<file path="src/rtl/lcd_timing_gen.sv">
// Parametrised LCD/VGA raster timing generator with lead-compensated pixel fetch strobe.
// Optional test-pattern source on lcd_rgb enabled by defining LCD_TEST_PATTERN_EN.
module lcd_timing_gen #(
    parameter int unsigned H_DISP   = 640,
    parameter int unsigned H_FP     = 16,
    parameter int unsigned H_SYNC   = 96,
    parameter int unsigned H_BP     = 48,
    parameter int unsigned V_DISP   = 480,
    parameter int unsigned V_FP     = 10,
    parameter int unsigned V_SYNC   = 2,
    parameter int unsigned V_BP     = 33,
    parameter int unsigned HS_POL   = 0,
    parameter int unsigned VS_POL   = 0,
    parameter int unsigned DATA_W   = 16,
    parameter int unsigned XY_W     = 11,
    parameter int unsigned REQ_LEAD = 1
) (
    input  logic              clk,
    input  logic              rst_n,
    output logic              lcd_dclk,
    output logic              lcd_blank,
    output logic              lcd_sync,
    output logic              lcd_hs,
    output logic              lcd_vs,
    output logic              lcd_en,
    output logic [DATA_W-1:0] lcd_rgb,
    output logic              lcd_request,
    output logic              lcd_framesync,
    output logic [XY_W-1:0]   lcd_xpos,
    output logic [XY_W-1:0]   lcd_ypos,
    input  logic [DATA_W-1:0] lcd_data
`ifdef LCD_TEST_PATTERN_EN
    ,
    input  logic [1:0]        test_mode
`endif
);

    localparam int unsigned CW      = XY_W + 1;
    localparam int unsigned H_TOTAL = H_SYNC + H_BP + H_DISP + H_FP;
    localparam int unsigned V_TOTAL = V_SYNC + V_BP + V_DISP + V_FP;
    localparam int unsigned H_START = H_SYNC + H_BP;
    localparam int unsigned V_START = V_SYNC + V_BP;
    localparam int unsigned XY_LIM  = 1 << XY_W;

    localparam logic [CW-1:0] H_MAX   = CW'(H_TOTAL - 1);
    localparam logic [CW-1:0] V_MAX   = CW'(V_TOTAL - 1);
    localparam logic [CW-1:0] H_SYNC_C = CW'(H_SYNC);
    localparam logic [CW-1:0] V_SYNC_C = CW'(V_SYNC);
    localparam logic [CW-1:0] H_DS    = CW'(H_START);
    localparam logic [CW-1:0] H_DE    = CW'(H_START + H_DISP);
    localparam logic [CW-1:0] H_RS    = CW'(H_START - REQ_LEAD);
    localparam logic [CW-1:0] H_RE    = CW'(H_START + H_DISP - REQ_LEAD);
    localparam logic [CW-1:0] V_DS    = CW'(V_START);
    localparam logic [CW-1:0] V_DE    = CW'(V_START + V_DISP);
    localparam logic          HS_ACT  = (HS_POL != 0);
    localparam logic          VS_ACT  = (VS_POL != 0);

    if (REQ_LEAD > H_BP) begin : g_bad_lead
        $error("REQ_LEAD must not exceed H_BP");
    end
    if (H_TOTAL >= XY_LIM || V_TOTAL >= XY_LIM) begin : g_bad_total
        $error("H_TOTAL/V_TOTAL must be below 2**XY_W");
    end

    logic [CW-1:0] h_cnt, v_cnt;
    logic          h_disp, h_req, v_disp;
    logic          hs_q, vs_q, en_q, req_q, fs_q;
    logic [XY_W-1:0] xpos_q, ypos_q;

    always_ff @(posedge clk or negedge rst_n) begin
        if (!rst_n) begin
            h_cnt <= '0;
            v_cnt <= '0;
        end else if (h_cnt == H_MAX) begin
            h_cnt <= '0;
            v_cnt <= (v_cnt == V_MAX) ? '0 : v_cnt + CW'(1);
        end else begin
            h_cnt <= h_cnt + CW'(1);
        end
    end

    always_comb begin
        h_disp = (h_cnt >= H_DS) && (h_cnt < H_DE);
        // Fetch window is the display window pulled REQ_LEAD clocks earlier, same line
        h_req  = (h_cnt >= H_RS) && (h_cnt < H_RE);
        v_disp = (v_cnt >= V_DS) && (v_cnt < V_DE);
    end

    always_ff @(posedge clk or negedge rst_n) begin
        if (!rst_n) begin
            hs_q   <= ~HS_ACT;
            vs_q   <= ~VS_ACT;
            en_q   <= 1'b0;
            req_q  <= 1'b0;
            fs_q   <= 1'b0;
            xpos_q <= '0;
            ypos_q <= '0;
        end else begin
            hs_q   <= (h_cnt < H_SYNC_C) ? HS_ACT : ~HS_ACT;
            vs_q   <= (v_cnt < V_SYNC_C) ? VS_ACT : ~VS_ACT;
            en_q   <= h_disp && v_disp;
            req_q  <= h_req && v_disp;
            fs_q   <= (h_cnt == '0) && (v_cnt == '0);
            xpos_q <= (h_req && v_disp) ? XY_W'(h_cnt - H_RS) : '0;
            ypos_q <= (h_req && v_disp) ? XY_W'(v_cnt - V_DS) : '0;
        end
    end

`ifdef LCD_TEST_PATTERN_EN
    // Coordinates of the pixel currently on the panel, aligned with en_q
    logic [XY_W-1:0] px_q, py_q;

    always_ff @(posedge clk or negedge rst_n) begin
        if (!rst_n) begin
            px_q <= '0;
            py_q <= '0;
        end else begin
            px_q <= (h_disp && v_disp) ? XY_W'(h_cnt - H_DS) : '0;
            py_q <= (h_disp && v_disp) ? XY_W'(v_cnt - V_DS) : '0;
        end
    end

    always_comb begin
        lcd_rgb = '0;
        if (en_q) begin
            unique case (test_mode)
                2'd0: lcd_rgb = lcd_data;
                2'd1: lcd_rgb = DATA_W'(px_q);
                2'd2: lcd_rgb = (px_q[5] ^ py_q[5]) ? '1 : '0;
                2'd3: lcd_rgb = '1;
            endcase
        end
    end
`else
    always_comb begin
        lcd_rgb = en_q ? lcd_data : '0;
    end
`endif

    assign lcd_dclk      = ~clk;
    assign lcd_blank     = en_q;
    assign lcd_sync      = 1'b0;
    assign lcd_hs        = hs_q;
    assign lcd_vs        = vs_q;
    assign lcd_en        = en_q;
    assign lcd_request   = req_q;
    assign lcd_framesync = fs_q;
    assign lcd_xpos      = xpos_q;
    assign lcd_ypos      = ypos_q;

endmodule

</file>
<file path="config.mk">
export PLATFORM = sky130hd
export DESIGN_NAME = lcd_timing_gen
export DESIGN_NICKNAME = d
export VERILOG_FILES = /design/src/rtl/lcd_timing_gen.sv
export SDC_FILE = /design/constraint.sdc
export NUM_CORES = 1
export LEC_CHECK = 0
export ABC_CLOCK_PERIOD_IN_PS = 2470
export BUFFER_PORTS_ARGS = -buffer_cell sky130_fd_sc_hd__buf_4
export CAP_MARGIN = 20
export CELL_PAD_IN_SITES_DETAIL_PLACEMENT = 0
export CELL_PAD_IN_SITES_GLOBAL_PLACEMENT = 1
export CORE_ASPECT_RATIO = 0.8
export CORE_MARGIN = 8
export CORE_UTILIZATION = 28
export DETAILED_ROUTE_END_ITERATION = 8
export GPL_ROUTABILITY_DRIVEN = 0
export PLACE_DENSITY_LB_ADDON = 0.1
export REMOVE_ABC_BUFFERS = 1
export SKIP_LAST_GASP = 1
export SLEW_MARGIN = 0
export SYNTH_ARGS = -nofsm -noshare
export SYNTH_HDL_FRONTEND = slang
export SYNTH_SLANG_ARGS = --single-unit
</file>
<file path="constraint.sdc">
create_clock -name clk -period 2.47 [get_ports clk]
set_clock_uncertainty 0.15 [all_clocks]
set_input_delay 0.1235 -clock clk [delete_from_list [all_inputs] [get_ports clk]]
set_output_delay 0.1235 -clock clk [all_outputs]
set_load 0.1 [all_outputs]
</file>
==> summary.md <==
| Metric | Value |
|---|---|
| H-tree levels | 2 |
| YS warnings | 0 |
| I/O Pins | 64 |
| RSZ-0062 raised after global routing | no |
| First-pass GRT wire length | 11000 um |
| Capturing point of the worst reg2reg path | lcd_ypos[8] |
| Layout Nets | 344 |
| Final Setup Violations | 0 |
| LEAKAGE | roughly 0.0017 uW |
| Worst Path Arrival | around 2200 ps |
| Initial Util | between 20% and 30% |
| Syn Inst Count | about 250 |
| DP Worst Slack | approximately 270 ps |
| Top cell type's share of synthesized area | between 40% and 50% |
| Row cnt | 31 |
| Worst rel slew slack | 56.0% |
| Worst setup path class | flop to flop |
| Crit. End Element | flop |
| Fill cell count | 900 |
| Initial antenna violation count | 0 |
| Post-synth top cells | dfrtp_1, nor3_2, and2_1 |
| Final period utilization | roughly 90% |
| Grt ovf | 0 |
| DRC | 0 |
| DP HPWL | ~5100 um |
| Status | completed |
| GRT Total Usage | 10.6% |
| CTS tree | yes |
| Clock slew at reported path FFs | around 70 ps |
| Synth Area per Inst | around 10 um2 |
| Placed cell area | between 3000 and 4000 um2 |
| Crit start category | flop |
| Async SR Flop Fraction | 100% |
| Final WS setup | slightly above 300 ps |
| Antenna Nets Post-Route | 0 |
| PD cells | 544 nW/um2 |
| Clk Latency, worst-skew pair | ~280 ps |
| Via count | 2038 |
| Share of layout cells above drive strength 1 | a little over a third |
| Die X | 124 um |
| Reg2reg path depth | 6 |
| Count of different cell masters after synthesis | 40 |
| Worst Max-Slew Pin Slew | 659 ps |
| Register-to-register setup slack | between 300 and 400 ps |
| PortBufs | 62 |
| Hold Crit Class | primary input to async pin |
| Full die area | ~13000 um2 |
| Max Slew Vio Count | 0 |
| Initial DRT Pass Iterations | 4 |
| Vias in the first global route | slightly above 2000 |
| Largest area contributor in the netlist | dfrtp_1 |
| Worst hold slack | approximately 270 ps |
| EDFF count, synth | 0 |
| Syn Std Cell Area | ~2600 um2 |
| Clock Tree Buf Depth | 2 |
| Antenna fix cells | 0 |
| Maxcap violations | 0 |
| CP Data Required Time | 2490 ps |
| Sequential share of the synthesized area | about half |
| Resized Gates After CTS | 0 |
| Top FF cell, synth | dfrtp_1 |
| Total core area | ~9100 um2 |
| Final hold vios | 0 |
| Area Overhead vs Synth | 30.6% |
| Total CTS buffers | 5 |
| Largest net degree at the start of global routing | 52 |
| Root Driver | clkbuf_16 |
| FF-to-FF Start | h_cnt[1] |
| Initial DRC count | between 150 and 200 |
| Finished Cell Area | approximately 3400 um2 |
| Count leader, synth | dfrtp_1 |
| Maximum VDD drop | just under 0.0008 V |
| Min Tclk post-route | about 2200 ps |
| Total Wirelength | about 6600 um |
| Routed vias/inst | 4.65 |
| Synth Register Bits | 51 |
| Die H | just over 100 um |
| Power Total | about 1900 uW |
| Highest clock rate | around 460 MHz |
| Crit Path Max Fanout | 10 |
| DR WL/cell | roughly 15 um |
| Top cells by area, synth | dfrtp_1, nor3_2, xor2_1 |
## how the worst max path moves through the flow
stage	start	to
4_1_cts	h_cnt[1]	lcd_ypos[8]
3_5_place_dp	h_cnt[1]	lcd_ypos[5]
6_report	h_cnt[1]	lcd_ypos[8]
5_1_grt	h_cnt[1]	lcd_ypos[2]
2_1_floorplan	lcd_blank	lcd_rgb[0]
3_3_place_gp	h_cnt[1]	lcd_ypos[8]
## cell families after synthesis
group	share of synthesized area, %
buffers and inverters	6.09
and+or+nand+nor	27.6
muxes	0.428
AOI/OAI and AO/OA	6.94
other	0.143
adders and majority gates	1.90
DFF	48.6
xor gates and xnor gates	8.32
## critical path: stages (launching register included)
cell and delay, ps:
dfrtp_1 420, ha_1 230, and3_1 240, o21ai_1 200, a22o_1 480, buf_4 280
nor3_2 60
## sequential cells by signal, summed over array words and instances, names as in the netlist
register and flops:
h_cnt 12, lcd_blank 1, lcd_framesync 1, lcd_hs 1, lcd_request 1, lcd_vs 1, lcd_xpos 11, lcd_ypos 11
v_cnt 12
## metal layers
layer | vias to the layer above | track usage [%] | part of all wire, %
met5 | - | 0 | 0
met3 | 4 | 2.67 | 5.2
li1 | 1011 | - | -
met1 | 956 | 16.3 | 55
met4 | 0 | 2.95 | 1.0
met2 | 67 | 13.9 | 39
## cells in the final DEF, fill, tap and decap left out, types with 5 or more instances in the layout
cell type and instances:
xnor2_1 11, dfrtp_1 49, clkbuf_16 5, a21oi_1 5, inv_1 9, o21ai_0 8
nand2_1 11, and2_1 17, nand3_1 12, xor2_1 14, nor3_2 18, or3_1 8
nor3_1 11, buf_4 79, nor2_1 15, nand4_1 6
## power breakdown
part | switching, uW | total, uW | internal [uW]
Combinational | 39.1 | 58.8 | 19.8
Clock | 442 | 974 | 531
Sequential | 0.428 | 837 | 836
## timing repair
item	CTS	global route
endpoints found under the hold margin	49	0
hold buffers	1	0
endpoints found under the setup margin	0	0
setup buffers	0	0
## stage by stage
| stage | util, % | cells | setup TNS [ps] |
|---|---|---|---|
| detailed placement | 35.6 | 429 | 0 |
| finish | 37.7 | 438 | 0 |
| global placement | 35.6 | 429 | 0 |
| global route | 37.7 | 438 | 0 |
| floorplan | - | 235 | -5700 |
| CTS | 37.7 | 438 | 0 |
## area by class of cell
class                      count  area [um2]  share of cell area (%)
tap                          115         144                    4.19
timing repair buffer          79         596                    17.3
clock inverter                 3        42.5                    1.24
clock buffer                   7         146                    4.26
sequential                    51        1280                    37.2
multi-input combinational    175        1200                    34.9
inverter                       8        30.0                   0.874
Note: power is estimated with default switching activity, not from simulation.
